`config.mk`:
```
export PLATFORM = sky130hd
export DESIGN_NAME = imm_ext_sequencer
export DESIGN_NICKNAME = d
export VERILOG_FILES = /design/src/rtl/imm_ext_pkg.sv /design/src/rtl/imm_ext_unit.sv /design/src/rtl/imm_ext_sequencer.sv
export SDC_FILE = /design/constraint.sdc
export NUM_CORES = 1
export LEC_CHECK = 0
export BUFFER_PORTS_ARGS = -buffer_cell sky130_fd_sc_hd__buf_4
export CORE_MARGIN = 10
export CORE_UTILIZATION = 27
export CTS_CLUSTER_SIZE = 12
export DETAILED_ROUTE_END_ITERATION = 16
export GPL_TIMING_DRIVEN = 0
export SLEW_MARGIN = 20
export SYNTH_ARGS = -nofsm -noshare
export SYNTH_HDL_FRONTEND = slang
export SYNTH_SLANG_ARGS = --single-unit
```
`constraint.sdc`:
```
create_clock -name Clk -period 2.9 [get_ports Clk]
set_input_delay 0.29 -clock Clk [delete_from_list [all_inputs] [get_ports Clk]]
set_output_delay 0.29 -clock Clk [all_outputs]
set_load 0.01 [all_outputs]
```
`src/rtl/imm_ext_pkg.sv`:
```
// Shared definitions for immediate generation: extension modes, opcodes, decode table.
package imm_ext_pkg;

    localparam int unsigned OP_W   = 6;
    localparam int unsigned IMM_W  = 16;
    localparam int unsigned WORD_W = 32;

    typedef enum logic [1:0] {
        EXT_SIGN   = 2'd0,
        EXT_ZERO   = 2'd1,
        EXT_LUI    = 2'd2,
        EXT_BRANCH = 2'd3
    } ext_mode_e;

    localparam logic [OP_W-1:0] OP_RTYPE  = 6'h00;
    localparam logic [OP_W-1:0] OP_REGIMM = 6'h01;
    localparam logic [OP_W-1:0] OP_J      = 6'h02;
    localparam logic [OP_W-1:0] OP_JAL    = 6'h03;
    localparam logic [OP_W-1:0] OP_BEQ    = 6'h04;
    localparam logic [OP_W-1:0] OP_BNE    = 6'h05;
    localparam logic [OP_W-1:0] OP_BLEZ   = 6'h06;
    localparam logic [OP_W-1:0] OP_BGTZ   = 6'h07;
    localparam logic [OP_W-1:0] OP_ADDI   = 6'h08;
    localparam logic [OP_W-1:0] OP_ADDIU  = 6'h09;
    localparam logic [OP_W-1:0] OP_SLTI   = 6'h0A;
    localparam logic [OP_W-1:0] OP_SLTIU  = 6'h0B;
    localparam logic [OP_W-1:0] OP_ANDI   = 6'h0C;
    localparam logic [OP_W-1:0] OP_ORI    = 6'h0D;
    localparam logic [OP_W-1:0] OP_XORI   = 6'h0E;
    localparam logic [OP_W-1:0] OP_LUI    = 6'h0F;
    localparam logic [OP_W-1:0] OP_LB     = 6'h20;
    localparam logic [OP_W-1:0] OP_SW     = 6'h2B;

    // Decoded S1 payload
    typedef struct packed {
        logic [IMM_W-1:0] imm16;
        ext_mode_e        mode;
        logic             used;
    } dec_t;

    // Opcode -> extension mode; unknown opcodes fall back to the configured default
    function automatic dec_t decode_op(input logic [OP_W-1:0]  op,
                                       input logic [IMM_W-1:0] imm16,
                                       input logic             force_sign);
        dec_t d;
        d.imm16 = imm16;
        d.used  = 1'b1;
        d.mode  = force_sign ? EXT_SIGN : EXT_ZERO;
        case (op) inside
            OP_ADDI, OP_ADDIU, OP_SLTI, OP_SLTIU, [OP_LB:OP_SW]: d.mode = EXT_SIGN;
            OP_ANDI, OP_ORI, OP_XORI:                            d.mode = EXT_ZERO;
            OP_LUI:                                              d.mode = EXT_LUI;
            OP_REGIMM, OP_BEQ, OP_BNE, OP_BLEZ, OP_BGTZ:         d.mode = EXT_BRANCH;
            default:                                             d.used = 1'b0;
        endcase
        return d;
    endfunction

endpackage

```
`src/rtl/imm_ext_unit.sv`:
```
// Combinational 16-bit immediate extender for all MIPS extension modes.
module imm_ext_unit
    import imm_ext_pkg::*;
(
    input  logic [IMM_W-1:0]  i_imm16,
    input  ext_mode_e         i_mode,
    output logic [WORD_W-1:0] o_imm
);

    // Select the extension form for the requested mode
    always_comb begin
        o_imm = {{16{i_imm16[15]}}, i_imm16};
        case (i_mode)
            EXT_ZERO:   o_imm = {16'h0000, i_imm16};
            EXT_LUI:    o_imm = {i_imm16, 16'h0000};
            EXT_BRANCH: o_imm = {{14{i_imm16[15]}}, i_imm16, 2'b00};
            default:    o_imm = {{16{i_imm16[15]}}, i_imm16};
        endcase
    end

endmodule

```
`src/rtl/imm_ext_sequencer.sv`:
```
// Two-stage decode/extend pipeline producing the ID-stage immediate with valid/ready flow control.
module imm_ext_sequencer
    import imm_ext_pkg::*;
#(
    parameter int unsigned CNT_W              = 16,
    parameter bit          FORCE_SIGN_DEFAULT = 1'b1
) (
    input  logic              Clk,
    input  logic              Rst_n,
    input  logic              in_valid,
    output logic              in_ready,
    input  logic [WORD_W-1:0] instr,
    input  logic              flush,
    output logic              out_valid,
    input  logic              out_ready,
    output logic [WORD_W-1:0] imm_out,
    output logic [1:0]        ext_mode,
    output logic              imm_used,
    output logic [CNT_W-1:0]  ext_count
);

    logic              r_s1_valid;
    dec_t              r_s1;
    logic              r_s2_valid;
    logic [WORD_W-1:0] r_imm_out;
    logic [1:0]        r_ext_mode;
    logic              r_imm_used;
    logic [CNT_W-1:0]  r_ext_count;

    logic              w_s2_adv;
    logic              w_s1_adv;
    logic              w_in_fire;
    logic              w_out_fire;
    dec_t              w_dec;
    logic [WORD_W-1:0] w_ext_imm;
    logic              w_unused;

    assign w_s2_adv   = !r_s2_valid || out_ready;
    assign w_s1_adv   = !r_s1_valid || w_s2_adv;
    assign in_ready   = w_s1_adv && !flush;
    assign w_in_fire  = in_valid && in_ready;
    assign w_out_fire = r_s2_valid && out_ready;
    assign w_dec      = decode_op(instr[31:26], instr[15:0], FORCE_SIGN_DEFAULT);
    assign w_unused   = ^instr[25:16];

    imm_ext_unit u_ext (
        .i_imm16 (r_s1.imm16),
        .i_mode  (r_s1.mode),
        .o_imm   (w_ext_imm)
    );

    // Stage occupancy; flush empties both stages
    always_ff @(posedge Clk or negedge Rst_n) begin
        if (!Rst_n) begin
            r_s1_valid <= 1'b0;
            r_s2_valid <= 1'b0;
        end else if (flush) begin
            r_s1_valid <= 1'b0;
            r_s2_valid <= 1'b0;
        end else begin
            if (w_s2_adv) r_s2_valid <= r_s1_valid;
            if (w_s1_adv) r_s1_valid <= in_valid;
        end
    end

    // S1 decode payload
    always_ff @(posedge Clk or negedge Rst_n) begin
        if (!Rst_n) begin
            r_s1 <= '{imm16: '0, mode: EXT_SIGN, used: 1'b0};
        end else if (w_in_fire) begin
            r_s1 <= w_dec;
        end
    end

    // S2 extended result, held while the consumer stalls
    always_ff @(posedge Clk or negedge Rst_n) begin
        if (!Rst_n) begin
            r_imm_out  <= '0;
            r_ext_mode <= 2'd0;
            r_imm_used <= 1'b0;
        end else if (w_s2_adv && r_s1_valid) begin
            r_imm_out  <= w_ext_imm;
            r_ext_mode <= r_s1.mode;
            r_imm_used <= r_s1.used;
        end
    end

    // Completed output handshakes, wrapping; counts even when flush coincides
    always_ff @(posedge Clk or negedge Rst_n) begin
        if (!Rst_n) begin
            r_ext_count <= '0;
        end else if (w_out_fire) begin
            r_ext_count <= r_ext_count + CNT_W'(1);
        end
    end

    assign out_valid = r_s2_valid;
    assign imm_out   = r_imm_out;
    assign ext_mode  = r_ext_mode;
    assign imm_used  = r_imm_used;
    assign ext_count = r_ext_count;

endmodule
```
---- After elaboration in Yosys (flattened, before gate mapping) ----
Index checks and enable logic that the tools add are counted.
cells by class
  reduce and logical (&&, ||, !) cells .... 15
  add/subtract/negate cells ............... 1
  magnitude comparators ................... 2
  equal/unequal tests ..................... 16
  mux-type cells .......................... 13
operator list
  operator               count
  $pmux 32 s3            1
  $eq 6x4->1 const B     8
  $eq 6x3->1 const B     4
  $add 16x1->16 const B  1
  $reduce_or 5->1        2
  $mux 1                 8
  $mux 2                 4
  $eq 6x1->1 const B     1
  $ge 6x6->1 const B     1
  $le 6x6->1 const B     1
  $logic_and 1x1->1      5
  $eq 2x2->1 const B     2
  $reduce_bool 2->1      2
  $logic_not 1->1        3
  $reduce_or 3->1        1
  $eq 2x1->1 const B     1
  $logic_or 1x1->1       2
storage, ports and cells
  input bits .............................. 37
  word-level logic and storage cells ...... 56
  flip-flop bits (word level) ............. 72

---- Depth between registers and ports, before layout ----
  depth in word-level cells ............... 6
  mapped depth ............................ 6

---- Hierarchy ----
Synthesis repeated with hierarchy kept, for this count alone.
unflattened totals
  cell total of the unflattened synthesis .. 259
  area total of the unflattened synthesis .. 3364.5 µm²
modules (own cells, without submodules)
  module             cells each  times used  area each (µm²)
  imm_ext_sequencer  199         1           2852.7
  imm_ext_unit       60          1           511.7

---- Worst setup path before layout ----
Ideal clock, no wire load.
  path type ............................... register to register
  start point ............................. reg r_s2_valid, in the netlist out_valid
  end point ............................... reg r_s1[10] in the netlist's numbering
  required time ........................... 2.775 ns
  cell stages (with the launch flop) ...... 6
  slack ................................... 1.279 ns
  clock period less this slack ............ 1.621 ns
  arrival ................................. 1.496 ns
  cells stage by stage .................... dfrtp_1 and3b_1 or3b_1 buf_2 buf_6 mux2_2
on the way
  cells in the longest elaborated chain, start to end .. 5
RTL lines
  item                    line                     source
  from (decl)             imm_ext_sequencer.sv:24  logic r_s2_valid;
  from (signal assigned)  imm_ext_sequencer.sv:61  if (w_s2_adv) r_s2_valid <= r_s1_valid;
  $logic_not 1->1         imm_ext_sequencer.sv:38  assign w_s2_adv = !r_s2_valid || out_ready;
  $logic_or 1x1->1        imm_ext_sequencer.sv:38
  $logic_or 1x1->1        imm_ext_sequencer.sv:39  assign w_s1_adv = !r_s1_valid || w_s2_adv;
  $logic_and 1x1->1       imm_ext_sequencer.sv:40  assign in_ready = w_s1_adv && !flush;
  $logic_and 1x1->1       imm_ext_sequencer.sv:41  assign w_in_fire = in_valid && in_ready;
  to (signal assigned)    imm_ext_sequencer.sv:69  r_s1 <= '{imm16: '0, mode: EXT_SIGN, used: 1'b0};
  to (signal assigned)    imm_ext_sequencer.sv:71  r_s1 <= w_dec;
  to (decl)               imm_ext_sequencer.sv:23  dec_t r_s1;
No other way between the ends.
A chain may end at the register's enable or synchronous reset.

---- Final worst setup path ----
  start point ............................. reg r_s2_valid, in the netlist out_valid
  end point ............................... reg r_imm_out[10], in the netlist imm_out[10]
on the way
  cells in the longest elaborated chain, start to end .. 3
RTL lines
  item                  line                     source
  $logic_not 1->1       imm_ext_sequencer.sv:38
  $logic_or 1x1->1      imm_ext_sequencer.sv:38
  $logic_and 1x1->1     imm_ext_sequencer.sv:81  end else if (w_s2_adv && r_s1_valid) begin
  to (signal assigned)  imm_ext_sequencer.sv:82  r_imm_out <= w_ext_imm;
  to (decl)             imm_ext_sequencer.sv:25  logic [WORD_W-1:0] r_imm_out;
No other way between the ends.

==> results_dict.tcl <==
set metrics [dict create \
    synth_seq_cells 72 \
    rsz0062_at_grt "no" \
    ioPinCount 90 \
    fmax_ghz 0.545 \
    tightest_slew_ns 0.924 \
    vias_per_cell 4.65 \
    hold_viol_final 0 \
    synth_top_area_share_pct 56.5 \
    n_antenna_cell 0 \
    pwr-share-clk_pct 32.5 \
    p_sw_share_pct 29.1 \
    fin_crit_sh_pct 63.3 \
    cpMostUsedCell "clkbuf_1" \
    drt_iter0_markers 82 \
    required_ns 3.14 \
    cts_inserted_buffers 9 \
    routed.top_layer "met4" \
    grt_max_degree 73 \
    yosys-top-cells-area "dfrtp_1 (57%), o21ai_0 (7.5%), mux2_2 (7.1%)" \
    drt-met1-wl_mm 3.92 \
    dr.pass1.iters 5 \
    syn_inst 310 \
    yosysWarnings 0 \
    multiInputGateArea_sq_mm 0.00122 \
    cp_cell_sequence "inv_1 -> o21ai_1 -> clkbuf_1 -> clkbuf_1 -> nand2_1 -> o21ai_0" \
    cp-end-kind "register" \
    clock_skew_ns 0.00918 \
    maxSlewHeadroom_pct 38.4 \
    wl_met3_microns 488 \
    seqPwrFrac_pct 44.7 \
    seq_area_sq_mm 0.00180 \
    leakagePower_nw 2.05 \
    first_global_vias 2655 \
    wirelength_mm 8.59 \
    crit_arrival_ns 2.07 \
    synth_area_leader_cell "dfrtp_1" \
    start_util_pct 27.8 \
    drc 0 \
    cts_resized 0 \
    num_vias 2545 \
    synth_nets 348 \
    hp-class "in2async" \
    clk_pin_slew_worst_paths_ns 0.05 \
    outcome "complete, no violations" \
    vdd_drop_max_mv 0.242 \
    report.final.slew_viol_count 0 \
    wl_met2_mm 4.08 \
    postRouteAntennaNets 0 \
    nFillCells 1154 \
    grt_use_total_pct 10.7 \
    syn_to_final_growth_pct 32.0 \
    final_cells 547 \
    switchingPower_mw 0.857 \
    core_sq_mm 0.0115 \
    cts_setup_buffers 0 \
    clk_latency_ns 0.33 \
    htreeDepth 3 \
    cp_max_fo 10 \
    gp_congestion 0.799 \
    dp_cells 532 \
    critPathLaunchType "register" \
    cts_tree "built" \
    grt_antenna_before_repair 0 \
    drv_cap 0 \
    utilization_pct 36.7 \
    path_class "reg2reg" \
    crit_path_top_delay_cell "clkbuf_1" \
    wl_per_cell_microns 15.7 \
    max_stage_delay_ns 0.42 \
    setup_tns_ns 0 \
    netlist_area_sq_mm 0.00319 \
    finalSetupViolations 0 \
    yosysUniqueCellTypes 32 \
    postSynthAreaPerCell_sq_um 10.3 \
    grt_overflow_total 0 \
    fin_nets 438 \
    floorplan.rows 39 \
    power_density_mw_per_mm2 701 \
    hold_buffers 0 \
    seq_area_frac_synth_pct 56.5 \
    clockRootBuffer "clkbuf_16" \
    die_y_microns 129 \
    power_frac_comb_pct 22.7 \
    port_buffers 79 \
    die_area_sq_mm 0.0165 \
    die_x_microns 129 \
    hpwl_mm 6.60 \
    fin_crit_ns 1.83 \
    drive_gt1_share_pct 28.2 \
    grt_pass1_wl_mm 14.0 \
    cts_sinks 72 \
    intPower_mw 2.09 \
    clockBufferDepth 2 \
]
## power by group through the flow
stage / logic (mW) / clock network [mW] / registers, mW
after floorplan: 0.274 / 0 / 1.36
after global placement: 0.681 / 0 / 1.34
after detailed placement: 0.690 / 0 / 1.34
after CTS: 0.692 / 0.994 / 1.32
after global routing: 0.761 / 1.04 / 1.34
final: 0.670 / 0.959 / 1.32
## per-stage QoR
step	instance area [sq um]	power, mW	setup WS (ns)	hold slack [ns]
after floorplan	3190	1.64	1.28	-0.00559
after global placement	3960	2.02	1.03	0.461
after detailed placement	3960	2.03	1.02	0.469
after CTS	4210	3.01	0.994	0.120
after global routing	4210	3.14	0.774	0.128
final	4210	2.95	1.07	0.0844
## cell families (layout without fill, tap and decap cells)
family,Yosys count,in the layout,synth area share (%)
simple gates,77,77,11.0
compound gates,86,86,15.7
buf+inv,39,133,5.18
flops,72,72,56.5
fa+ha+maj,1,1,0.393
mux,20,20,7.07
xor+xnor,15,15,4.12
## cells in the mapped netlist
cell type	number
and2_0	1
clkbuf_1	15
ha_1	1
buf_2	3
a31oi_1	1
and4_1	1
nor2_1	7
o41ai_1	3
nand4_1	3
inv_1	19
xnor2_1	5
nand2b_1	1
a21oi_1	17
a22oi_1	1
and2_1	1
o31ai_1	1
nor4_1	3
mux2_2	20
dfrtp_1	72
o21ai_1	1
or3b_1	1
nand3_1	3
o21ai_0	48
and3b_1	1
nor3b_1	2
buf_6	2
xor2_1	10
nor2b_1	2
a2bb2oi_1	14
nand2_1	46
nor3_1	4
and3_1	1
## flip-flops by register name, summed over array words and instances (netlist names)
signal	count
imm_out	32
r_s1	19
r_s1_valid	1
ext_count	16
ext_mode	2
out_valid	1
imm_used	1
## final timing paths
| check | from | slack (ns) | endpoint | depth (start not counted) |
|---|---|---|---|---|
| max | out_valid$_DFFE_PN0P_ | 1.07 | imm_out[10]$_DFFE_PN0P_ | 6 |
| min | Rst_n | 0.08 | ext_count[14]$_DFFE_PN0P_ | 1 |
| max reg2reg | out_valid$_DFFE_PN0P_ | 1.07 | imm_out[10]$_DFFE_PN0P_ | 6 |
| min reg2reg | ext_count[15]$_DFFE_PN0P_ | 0.47 | ext_count[15]$_DFFE_PN0P_ | 1 |
| max in group asynchronous | Rst_n | 2.19 | r_s1[6]$_DFFE_PN0P_ | 1 |
| min in group Clk | flush | 0.13 | out_valid$_DFFE_PN0P_ | 2 |
## layout make-up
| class | instances | share of cell area (%) |
|---|---|---|
| Tap cell | 143 | 4.25 |
| Timing Repair Buffer | 79 | 14.1 |
| Clock buffer | 14 | 5.80 |
| Clock inverter | 1 | 0.119 |
| Inverter | 19 | 1.69 |
| Buffer | 20 | 2.23 |
| Sequential cell | 72 | 42.8 |
| Multi-Input combinational cell | 199 | 29.0 |
## routing by layer
layer / vias up / track usage [%]
li1: 1240 / -
met1: 1236 / 13.3
met2: 62 / 16.6
met3: 7 / 3.86
met4: 0 / 3.93
met5: - / 0
## placed cells by master, fill, tap and decap left out, types with 2 or more instances in the layout
cell type / Yosys / routed
nor4_1: 3 / 3
clkbuf_1: 15 / 20
inv_1: 19 / 19
a21oi_1: 17 / 17
nor2_1: 7 / 7
nand3_1: 3 / 3
a2bb2oi_1: 14 / 14
xor2_1: 10 / 10
nor3b_1: 2 / 2
o21ai_0: 48 / 48
nor3_1: 4 / 4
nor2b_1: 2 / 2
nand4_1: 3 / 3
buf_2: 3 / 3
mux2_2: 20 / 20
buf_6: 2 / 2
nand2_1: 46 / 46
xnor2_1: 5 / 5
dfrtp_1: 72 / 72
o41ai_1: 3 / 3
buf_4: 0 / 79
clkbuf_16: 0 / 9
## worst max-delay path: cells and delay by family, from the launching register on
| family | cells | cell delay [ns] |
|---|---|---|
| compound gates | 2 | 0.39 |
| buf+inv | 3 | 0.87 |
| flops | 1 | 0.38 |
| simple gates | 1 | 0.09 |
No activity file was read; power rests on OpenSTA's default activity.
